===== src/rtl/ex_mem_stage_pkg.sv =====
// Shared opcode encodings, flag-bit positions and datapath width defaults.
// Decode, the ALU and the EX/MEM boundary all import this package.
package ex_mem_stage_pkg;

   localparam int DW_DEF = 16;
   localparam int RW_DEF = 4;

   localparam int FLAG_Z = 2;
   localparam int FLAG_V = 1;
   localparam int FLAG_N = 0;

   localparam logic [3:0] OP_ADD    = 4'b0000;
   localparam logic [3:0] OP_SUB    = 4'b0001;
   localparam logic [3:0] OP_XOR    = 4'b0010;
   localparam logic [3:0] OP_RED    = 4'b0011;
   localparam logic [3:0] OP_SLL    = 4'b0100;
   localparam logic [3:0] OP_SRA    = 4'b0101;
   localparam logic [3:0] OP_ROR    = 4'b0110;
   localparam logic [3:0] OP_PADDSB = 4'b0111;
   localparam logic [3:0] OP_LW     = 4'b1000;
   localparam logic [3:0] OP_SW     = 4'b1001;
   localparam logic [3:0] OP_LLB    = 4'b1010;
   localparam logic [3:0] OP_LHB    = 4'b1011;
   localparam logic [3:0] OP_B      = 4'b1100;
   localparam logic [3:0] OP_BR     = 4'b1101;
   localparam logic [3:0] OP_PCS    = 4'b1110;
   localparam logic [3:0] OP_HLT    = 4'b1111;

   // Per-bit {Z,V,N} write mask for an accepted instruction of the given opcode.
   function automatic logic [2:0] flag_write_mask(input logic [3:0] op);
      logic [2:0] m;
      m = 3'b000;
      case (op)
         OP_ADD, OP_SUB:                 m = 3'b111;
         OP_XOR, OP_SLL, OP_SRA, OP_ROR: m = 3'b100;
         default:                        m = 3'b000;
      endcase
      return m;
   endfunction

endpackage


===== src/rtl/ex_mem_stage_flag_reg.sv =====
// Three-bit {Z,V,N} flag register; each bit has its own write enable and data.
module flag_reg
   import ex_mem_stage_pkg::*;
(
   input  logic       clk,
   input  logic       rst_n,
   input  logic [2:0] we,
   input  logic [2:0] d,
   output logic [2:0] q
);

   logic [2:0] flags_d;
   logic [2:0] flags_q;

   always_comb begin
      flags_d = flags_q;
      for (int i = 0; i < 3; i++) begin
         if (we[i]) flags_d[i] = d[i];
      end
   end

   always_ff @(posedge clk or negedge rst_n) begin
      if (!rst_n) flags_q <= 3'b000;
      else        flags_q <= flags_d;
   end

   assign q = flags_q;

endmodule


===== src/rtl/ex_mem_stage.sv =====
// EX/MEM pipeline register: captures the ALU result and memory controls, updates
// the Z/V/N flags by opcode, and handles stall, flush and a sticky halt.
module ex_mem_stage
   import ex_mem_stage_pkg::*;
#(
   parameter int DW = DW_DEF,
   parameter int RW = RW_DEF
) (
   input  logic          clk,
   input  logic          rst_n,
   input  logic          ex_valid,
   input  logic [3:0]    ex_opcode,
   input  logic [DW-1:0] ex_result,
   input  logic          ex_ovfl,
   input  logic [DW-1:0] ex_store_data,
   input  logic [RW-1:0] ex_rd,
   input  logic          ex_reg_wr,
   input  logic          stall,
   input  logic          flush,
   output logic          mem_valid,
   output logic [DW-1:0] mem_result,
   output logic [DW-1:0] mem_store_data,
   output logic [RW-1:0] mem_rd,
   output logic          mem_reg_wr,
   output logic          mem_rd_en,
   output logic          mem_wr_en,
   output logic [2:0]    flags,
   output logic          halt
);

   logic          advance;
   logic          accept;

   logic          valid_d,  valid_q;
   logic [DW-1:0] result_d, result_q;
   logic [DW-1:0] sdata_d,  sdata_q;
   logic [RW-1:0] rd_d,     rd_q;
   logic          reg_wr_d, reg_wr_q;
   logic          rd_en_d,  rd_en_q;
   logic          wr_en_d,  wr_en_q;
   logic          halt_d,   halt_q;

   logic [2:0]    flag_we;
   logic [2:0]    flag_val;

   assign advance = !stall;
   assign accept  = advance && ex_valid && !flush;

   always_comb begin
      valid_d  = valid_q;
      result_d = result_q;
      sdata_d  = sdata_q;
      rd_d     = rd_q;
      reg_wr_d = reg_wr_q;
      rd_en_d  = rd_en_q;
      wr_en_d  = wr_en_q;
      halt_d   = halt_q;
      if (advance) begin
         // Data fields load even for a bubble; only the controls are qualified.
         valid_d  = accept;
         result_d = ex_result;
         sdata_d  = ex_store_data;
         rd_d     = ex_rd;
         reg_wr_d = accept && ex_reg_wr;
         rd_en_d  = accept && (ex_opcode == OP_LW);
         wr_en_d  = accept && (ex_opcode == OP_SW);
      end
      if (accept && (ex_opcode == OP_HLT)) halt_d = 1'b1;
   end

   always_ff @(posedge clk or negedge rst_n) begin
      if (!rst_n) begin
         valid_q  <= 1'b0;
         result_q <= '0;
         sdata_q  <= '0;
         rd_q     <= '0;
         reg_wr_q <= 1'b0;
         rd_en_q  <= 1'b0;
         wr_en_q  <= 1'b0;
         halt_q   <= 1'b0;
      end else begin
         valid_q  <= valid_d;
         result_q <= result_d;
         sdata_q  <= sdata_d;
         rd_q     <= rd_d;
         reg_wr_q <= reg_wr_d;
         rd_en_q  <= rd_en_d;
         wr_en_q  <= wr_en_d;
         halt_q   <= halt_d;
      end
   end

   always_comb begin
      flag_we          = accept ? flag_write_mask(ex_opcode) : 3'b000;
      flag_val         = 3'b000;
      flag_val[FLAG_Z] = (ex_result == '0);
      flag_val[FLAG_V] = ex_ovfl;
      flag_val[FLAG_N] = ex_result[DW-1];
   end

   flag_reg u_flag_reg (
      .clk   (clk),
      .rst_n (rst_n),
      .we    (flag_we),
      .d     (flag_val),
      .q     (flags)
   );

   assign mem_valid      = valid_q;
   assign mem_result     = result_q;
   assign mem_store_data = sdata_q;
   assign mem_rd         = rd_q;
   assign mem_reg_wr     = reg_wr_q;
   assign mem_rd_en      = rd_en_q;
   assign mem_wr_en      = wr_en_q;
   assign halt           = halt_q;

endmodule


===== config.mk =====
export PLATFORM = sky130hd
export DESIGN_NAME = ex_mem_stage
export DESIGN_NICKNAME = d
export VERILOG_FILES = /design/src/rtl/ex_mem_stage_pkg.sv /design/src/rtl/ex_mem_stage_flag_reg.sv /design/src/rtl/ex_mem_stage.sv
export SDC_FILE = /design/constraint.sdc
export NUM_CORES = 1
export LEC_CHECK = 0
export ABC_CLOCK_PERIOD_IN_PS = 1600
export CAP_MARGIN = 20
export CORE_MARGIN = 2
export CORE_UTILIZATION = 40
export CTS_CLUSTER_DIAMETER = 60
export CTS_CLUSTER_SIZE = 10
export DETAILED_ROUTE_END_ITERATION = 16
export DONT_BUFFER_PORTS = 1
export PLACE_DENSITY = 0.55
export SLEW_MARGIN = 15
export SYNTH_ARGS = -nofsm -noshare
export SYNTH_HDL_FRONTEND = slang
export SYNTH_SLANG_ARGS = --single-unit

===== constraint.sdc =====
create_clock -name clk -period 1.6 [get_ports clk]
set_clock_uncertainty 0.05 [all_clocks]
set_input_delay 0.08 -clock clk [delete_from_list [all_inputs] [get_ports clk]]
set_output_delay 0.08 -clock clk [all_outputs]
set_load 0.01 [all_outputs]

# Word-level counts from Yosys, hierarchy flattened
# Cells that the tools add are included.
# word_totals
latch_bits	0
reg_bits	44
inputBits	47
wordCells	33
out_inout_bits	44
mem_bits_ro	0
n_memories	0
ram_bits	0
# classes
div_mod_pow	0
addsub	0
eq_ne	8
multipliers	0
shifts	0
n_reduce_logical	12
mux	2
bitwise_logic	0
order_cmp	0
# ops
op	n
zero test 16 bit	1
equality test 4 x 3 -> 1 bit, second input constant	3
equality test 4 bit, second input constant	3
logical AND 1 bit	6
one-hot mux 3 bit (2 select lines)	1
equality test 4 x 1 -> 1 bit, second input constant	1
equality test 4 x 2 -> 1 bit, second input constant	1
zero test 4 bit	1
OR reduction 4 bit	1
2-to-1 mux 3 bit	1
zero test 1 bit	2
OR reduction 2 bit	1

# Logic depth before layout (Yosys ltp)
# Gate-level depths: netlist of run 1.
# logic_depth
ltp_word	4
ltp_mapped	4
ltp_nobuf	3

# Modules after synthesis
# A second synthesis of run 1 with hierarchy kept.
# hier_totals
cells_unflattened	107
hier_area_um2	1714.1
# by_module_without_submodules
module	seq_area_each_um2	instances	cells_each	area_each_um2
ex_mem_stage	1026.0	1	101	1594.0
flag_reg	75.1	1	6	120.1

# Worst setup path after synthesis of run 1
# OpenSTA, ideal clock, no wires.
# synth_timing
path_kind	input to register
start	input stall
end	register u_flag_reg.flags_q[0], in the netlist u_flag_reg.q[0]
t_required_ns	1.425
path_buffers	1
setup_time_ns	0.125
path_slack_ns	0.531
arrival_time_ns	0.894
cell_stages	4
cell_sequence	buf_6 -> nor3b_4 -> nand3b_2 -> mux2_4
# synth_between
elab_chain_len	4
# synth_rtl
item	line	source
from (decl)	ex_mem_stage.sv:18	input logic stall,
zero test 1 bit	ex_mem_stage.sv:46	assign advance = !stall;
logical AND 1 bit (2 in a row)	ex_mem_stage.sv:47	assign accept = advance && ex_valid && !flush;
2-to-1 mux 3 bit	ex_mem_stage.sv:94	flag_we = accept ? flag_write_mask(ex_opcode) : 3'b000;
to (signal assigned)	ex_mem_stage_flag_reg.sv:24	else flags_q <= flags_d;
to (decl)	ex_mem_stage_flag_reg.sv:13	logic [2:0] flags_q;
# Every way passes these cells.
# A chain may end at the register's enable or synchronous reset.

==> results.cfg, run 1 <==
[grt]
first_global_vias = 1235
antenna_violations_before_repair = 0
grt_start_max_net_pins = 45
grt_remaining_overflow = 0
first_pass_grt_wire_length_um = 6100
grt_usage = 0.166

[routing]
initialDrtViolationCount = 33
routed_wl_um = 3710
drt_first_pass_iters = 4
dr_vias = 1107
drc = 0
route.antenna.remaining_nets = 0
routed_wire_length_per_instance_um = 17.6
viasPerCell = 5.25

[clock_network]
clock-root-buffer = sky130_fd_sc_hd__clkbuf_8
numClockSinks = 44
ctsHtreeMaxLevel = 2
ctsLongestPathBuffers = 2
post-cts-setup-buffers = 0
worst_setup_hold_path_clk_slew_ns = 0.08
cts_repair_resize_count = 0
clock_tree_from_tritoncts = done
clock_insertion_delay_worst_skew_ns = 0.29
tritoncts.num_buffers = 5

[finish]
final_util = 0.578
insertedDiodeCount = 0
design.final.nets = 207
share_of_cells_above_drive_strength_1 = 0.298
layoutNonFillerInstCount = 211
layout-area-overhead-vs-synth_pct = 36.9

[timing]
final.period_utilization = 0.861
grt_setup_unrepaired = false
layout_min_cycle_time_ns = 1.38
setup_viol = 0
worst_slew_margin_rel = 0.782
tightest_slew_ns = 0.325
peak_clock_frequency_supported_by_timing_ghz = 0.726
fin_hold_ws_ns = 0.0360
timing.final.max_slew_violations = 0
tns_ns = 0
final_hold_viol_count = 0

[run_status]
status = complete, no violations

[floorplan]
floorplan.rows = 23
fp.coreArea_sq_mm = 0.00406
start_util = 0.422
dieWidth_um = 69.5
die_area_sq_mm = 0.00482
die_height_um = 69.5
top_level_ports = 91

[setup_path]
cp-start-kind = flop
critical_path_class = reg2reg
critical_path_required_ns = 1.72
critical_path.max_fanout = 2
crit_arrival_ns = 1.50
worst_setup_path_end_kind = flop

[synthesis]
synth_sequential_area_ratio = 0.642
postSynthNetCount = 156
synth_cell_types = 20
syn_avg_cell_area_sq_um = 15.7
count_of_warnings_emitted_by_yosys = 0
synth.ff_latch_count = 44
netlist_area_sq_mm = 0.00171
postSynthCellCount = 109

[placement]
place.port_buffers = 0
dpl.cell_count = 154
gp_routability_congestion = 0.791
total_half_perimeter_wirelength_after_legalization_and_detailed_placement_um = 2240

[worst_hold_path]
timing.hold.worst.class = in2reg

[flow_run]
maxCapViolations = 0

[power_and_ir_drop]
power.leakage_nw = 1.02
ir_drop_v = 0.000604
power_density_mw_per_mm2 = 996
## path summary, 6_finish.rpt
check,start,endpoint,slack (ns),depth (start not counted)
worst max-delay path,mem_reg_wr$_DFFE_PN0N_,mem_reg_wr$_DFFE_PN0N_,0.22,2
min in group asynchronous,rst_n,mem_store_data[6]$_DFFE_PN0N_,0.20,2
worst min-delay path,ex_opcode[3],u_flag_reg.q[1]$_DFFE_PN0P_,0.04,2
worst max register to register,mem_reg_wr$_DFFE_PN0N_,mem_reg_wr$_DFFE_PN0N_,0.22,2
max in group asynchronous,rst_n,mem_result[9]$_DFFE_PN0N_,1.10,2
worst min register to register,halt$_DFFE_PN0P_,halt$_DFFE_PN0P_,0.49,1
## what timing repair did
action | 4_1_cts | 5_1_grt
hold buffers | 49 | 0
hold endpoints to repair | 88 | 0
setup endpoints to repair | 0 | 0
## layout make-up
cell class | count | area (sq um)
fillers | 344 | 1710
flip-flops and latches | 44 | 1100
multi-input cells | 58 | 574
repair buffers | 49 | 510
clock buffers | 8 | 90.1
well taps | 50 | 62.6
inverters | 2 | 7.51
## power breakdown
part	total (mW)	internal, mW	switching, mW	leakage (nW)
registers	1.36	1.22	0.134	0.527
clock network	0.694	0.352	0.342	0.0455
logic	0.285	0.189	0.0961	0.447
total	2.34	1.77	0.572	1.02
## worst max-delay path, cell delays in order, from the launching register on
cell and delay (ns):
sky130_fd_sc_hd__dfrtp_1 0.42, sky130_fd_sc_hd__a22o_1 0.24, sky130_fd_sc_hd__dlygate4sd3_1 0.55
## state kept, by name (all words and copies together) (netlist names)
register        flops
halt                1
u_flag_reg.q        3
mem_result         16
mem_rd_en           1
mem_valid           1
mem_wr_en           1
mem_store_data     16
mem_reg_wr          1
mem_rd              4
## synth_stat cells (all sizes together)
| library cell | count | area (sq um) |
|---|---|---|
| dfrtp | 44 | 1100 |
| mux2 | 38 | 435 |
| buf | 5 | 31.3 |
| nor4 | 4 | 25.0 |
| nand2 | 3 | 11.3 |
| a21o | 2 | 15.0 |
| inv | 2 | 7.51 |
| o21ai | 2 | 10.0 |
| a21oi | 1 | 5.00 |
| a22o | 1 | 8.76 |
| and4 | 1 | 8.76 |
| mux2i | 1 | 10.0 |
| nand3 | 1 | 5.00 |
| nand3b | 1 | 11.3 |
| nand4 | 1 | 6.26 |
| nor2 | 1 | 3.75 |
| nor3b | 1 | 18.8 |
## logic make-up after synthesis
logic type / after synthesis / share of synthesized area
compound gates: 6 / 0.0226
mux: 39 / 0.260
buf+inv: 7 / 0.0226
simple gates: 13 / 0.0526
flops: 44 / 0.642
## per-stage QoR
| stage | power (mW) | setup WS (ns) | area (sq um) |
|---|---|---|---|
| 2_1_floorplan | 1.50 | 0.531 | 1710 |
| 3_3_place_gp | 1.51 | 0.561 | 1750 |
| 3_5_place_dp | 1.52 | 0.573 | 1750 |
| 4_1_cts | 2.37 | 0.236 | 2350 |
| 5_1_grt | 2.47 | 0.201 | 2350 |
| 6_report | 2.34 | 0.222 | 2350 |
## cell usage in the layout (no fill, tap or decap), drive strengths merged
master       count
inv              2
a21o             2
buf              2
nor3b            1
clkbuf           8
nand3b           1
a22o             1
nand4            1
nand3            1
and4             1
nor4             4
nand2            3
mux2            38
dlygate4sd3     47
o21ai            2
a21oi            1
mux2i            1
dfrtp           44
nor2             1
## per-layer routing
layer  vias up  GRT usage  share of wire
met2        62      0.269           0.48
met3         6     0.0828           0.10
met5         -          0              0
met1       548      0.192           0.40
li1        491          -              -
met4         0     0.0523          0.013
Power figures use the tool's default switching activity.
==> run 2, diff against run 1 <==
- CORE_MARGIN: 2 -> not set
==> run 2 against run 1 <==
First-iteration DRC count shrank 73%. Design area shrank 0.91%. Fmax shrank 1.1%. Die area shrank 5.7%. Via count shrank 0.63%. Global-route usage grew 0.78 points. Critical path type unchanged. Largest power group unchanged.
==> results.cfg, run 2 (synthesized netlist as in run 1, its figures left out) <==
[setup_path]
crit_arrival_ns = 1.51
cp-start-kind = flop
path_cells = a22o_1, dlygate4sd3_1
crit_path_top_delay_cell = sky130_fd_sc_hd__dlygate4sd3_1
worst_setup_path_end_kind = flop
critical_path_class = reg2reg
critical_path.max_stage_delay_ns = 0.56
critical_path.max_fanout = 2
critical_path_required_ns = 1.71

[grt]
grt_start_max_net_pins = 45
grt_remaining_overflow = 0
grt_usage = 0.174
first_global_vias = 1186
first_pass_grt_wire_length_um = 5560
antenna_violations_before_repair = 0

[finish]
layoutNonFillerInstCount = 208
layout-area-overhead-vs-synth_pct = 35.6
design.final.nets = 207
final_util = 0.573
insertedDiodeCount = 0
layout_common_cells = 47 x sky130_fd_sc_hd__dlygate4sd3_1, 44 x sky130_fd_sc_hd__dfrtp_1, 36 x sky130_fd_sc_hd__mux2_2
layout_commonest_cell = sky130_fd_sc_hd__dlygate4sd3_1
num-fill-cells = 325
post-route-cell-area_sq_mm = 0.00232
share_of_cells_above_drive_strength_1 = 0.297

[floorplan]
fp.coreArea_sq_mm = 0.00406
dieWidth_um = 67.5
floorplan.rows = 23
start_util = 0.422
die_height_um = 67.5
die_area_sq_mm = 0.00455
top_level_ports = 91

[timing]
worst_slew_margin_rel = 0.763
grt_setup_unrepaired = false
final_hold_viol_count = 0
timing.final.max_slew_violations = 0
tns_ns = 0
layout_min_cycle_time_ns = 1.39
peak_clock_frequency_supported_by_timing_ghz = 0.717
final.period_utilization = 0.871
tightest_slew_ns = 0.352
setup_viol = 0

[routing]
drc = 0
routed_wl_um = 3700
routed_wire_length_per_instance_um = 17.8
dr_vias = 1100
route.antenna.remaining_nets = 0
viasPerCell = 5.29
initialDrtViolationCount = 9
drt_first_pass_iters = 4

[clock_network]
cts_repair_resize_count = 0
clock_tree_from_tritoncts = done
ctsHtreeMaxLevel = 2
clock_insertion_delay_worst_skew_ns = 0.28
post-cts-setup-buffers = 0
clock-root-buffer = sky130_fd_sc_hd__clkbuf_8
numClockSinks = 44
ctsLongestPathBuffers = 2
tritoncts.num_buffers = 5
worst_setup_hold_path_clk_slew_ns = 0.07
cts_hold_bufs = 49

[placement]
dpl-instance-area_sq_mm = 0.00175
gp_routability_congestion = 0.680
place.port_buffers = 0
dpl.cell_count = 154
total_half_perimeter_wirelength_after_legalization_and_detailed_placement_um = 2210

[power_and_ir_drop]
power.leakage_nw = 1.01
power_density_mw_per_mm2 = 960
ir_drop_v = 0.000585

[run_status]
status = complete, no violations

[worst_hold_path]
timing.hold.worst.class = in2reg

[flow_run]
maxCapViolations = 0
run 2: cell types whose count changed in the layout (fill, tap and decap cells not counted), sizes merged:
cell,delta
clkbuf,-3
run 2: worst max-delay path: cells and delay by family (launching register included):
kind,cells,cell delay (ns)
buffers and inverters,1,0.56
DFF,1,0.42
AOI/OAI and AO/OA,1,0.24
run 2: per-stage QoR:
stage / setup WS [ns] / hold slack [ns] / total power [mW]
global placement: 0.602 / -0.265 / 1.51
floorplan: 0.531 / -0.266 / 1.50
global route: 0.163 / 0.0470 / 2.36
CTS: 0.239 / 0.0274 / 2.26
detailed placement: 0.569 / -0.265 / 1.52
finish: 0.206 / 0.0538 / 2.23
run 2: final timing paths:
path                                   startpoint                             end  slack [ns]  cells past startpoint
min reg2reg                      halt$_DFFE_PN0P_                halt$_DFFE_PN0P_        0.51                      1
max in group asynchronous                   rst_n  mem_store_data[11]$_DFFE_PN0N_        1.07                      2
min in group asynchronous                   rst_n   mem_store_data[6]$_DFFE_PN0N_        0.22                      2
max reg2reg                mem_reg_wr$_DFFE_PN0N_          mem_reg_wr$_DFFE_PN0N_        0.21                      2
max                        mem_reg_wr$_DFFE_PN0N_          mem_reg_wr$_DFFE_PN0N_        0.21                      2
min                                  ex_opcode[3]     u_flag_reg.q[0]$_DFFE_PN0P_        0.05                      2
run 2: area by class of cell:
class / instances / area (sq um) / share of cell area
clock buffer: 5 / 68.8 / 0.0296
timing repair buffer: 49 / 510 / 0.220
tap: 50 / 62.6 / 0.0269
multi-input combinational: 58 / 574 / 0.247
inverter: 2 / 7.51 / 0.00323
sequential: 44 / 1100 / 0.474
run 2: metal layers:
metal,wire length [um],up-vias,GRT usage
met1,1450,552,0.186
met5,0,-,0
met4,46,0,0.0559
met3,316,6,0.0794
li1,-,487,-
met2,1880,55,0.301
run 2: power by group:
group | internal (mW) | switching (mW) | total, mW | leakage [nW]
combinational | 0.189 | 0.0980 | 0.287 | 0.447
clock | 0.281 | 0.307 | 0.588 | 0.0359
sequential | 1.23 | 0.132 | 1.36 | 0.527
total | 1.69 | 0.537 | 2.23 | 1.01
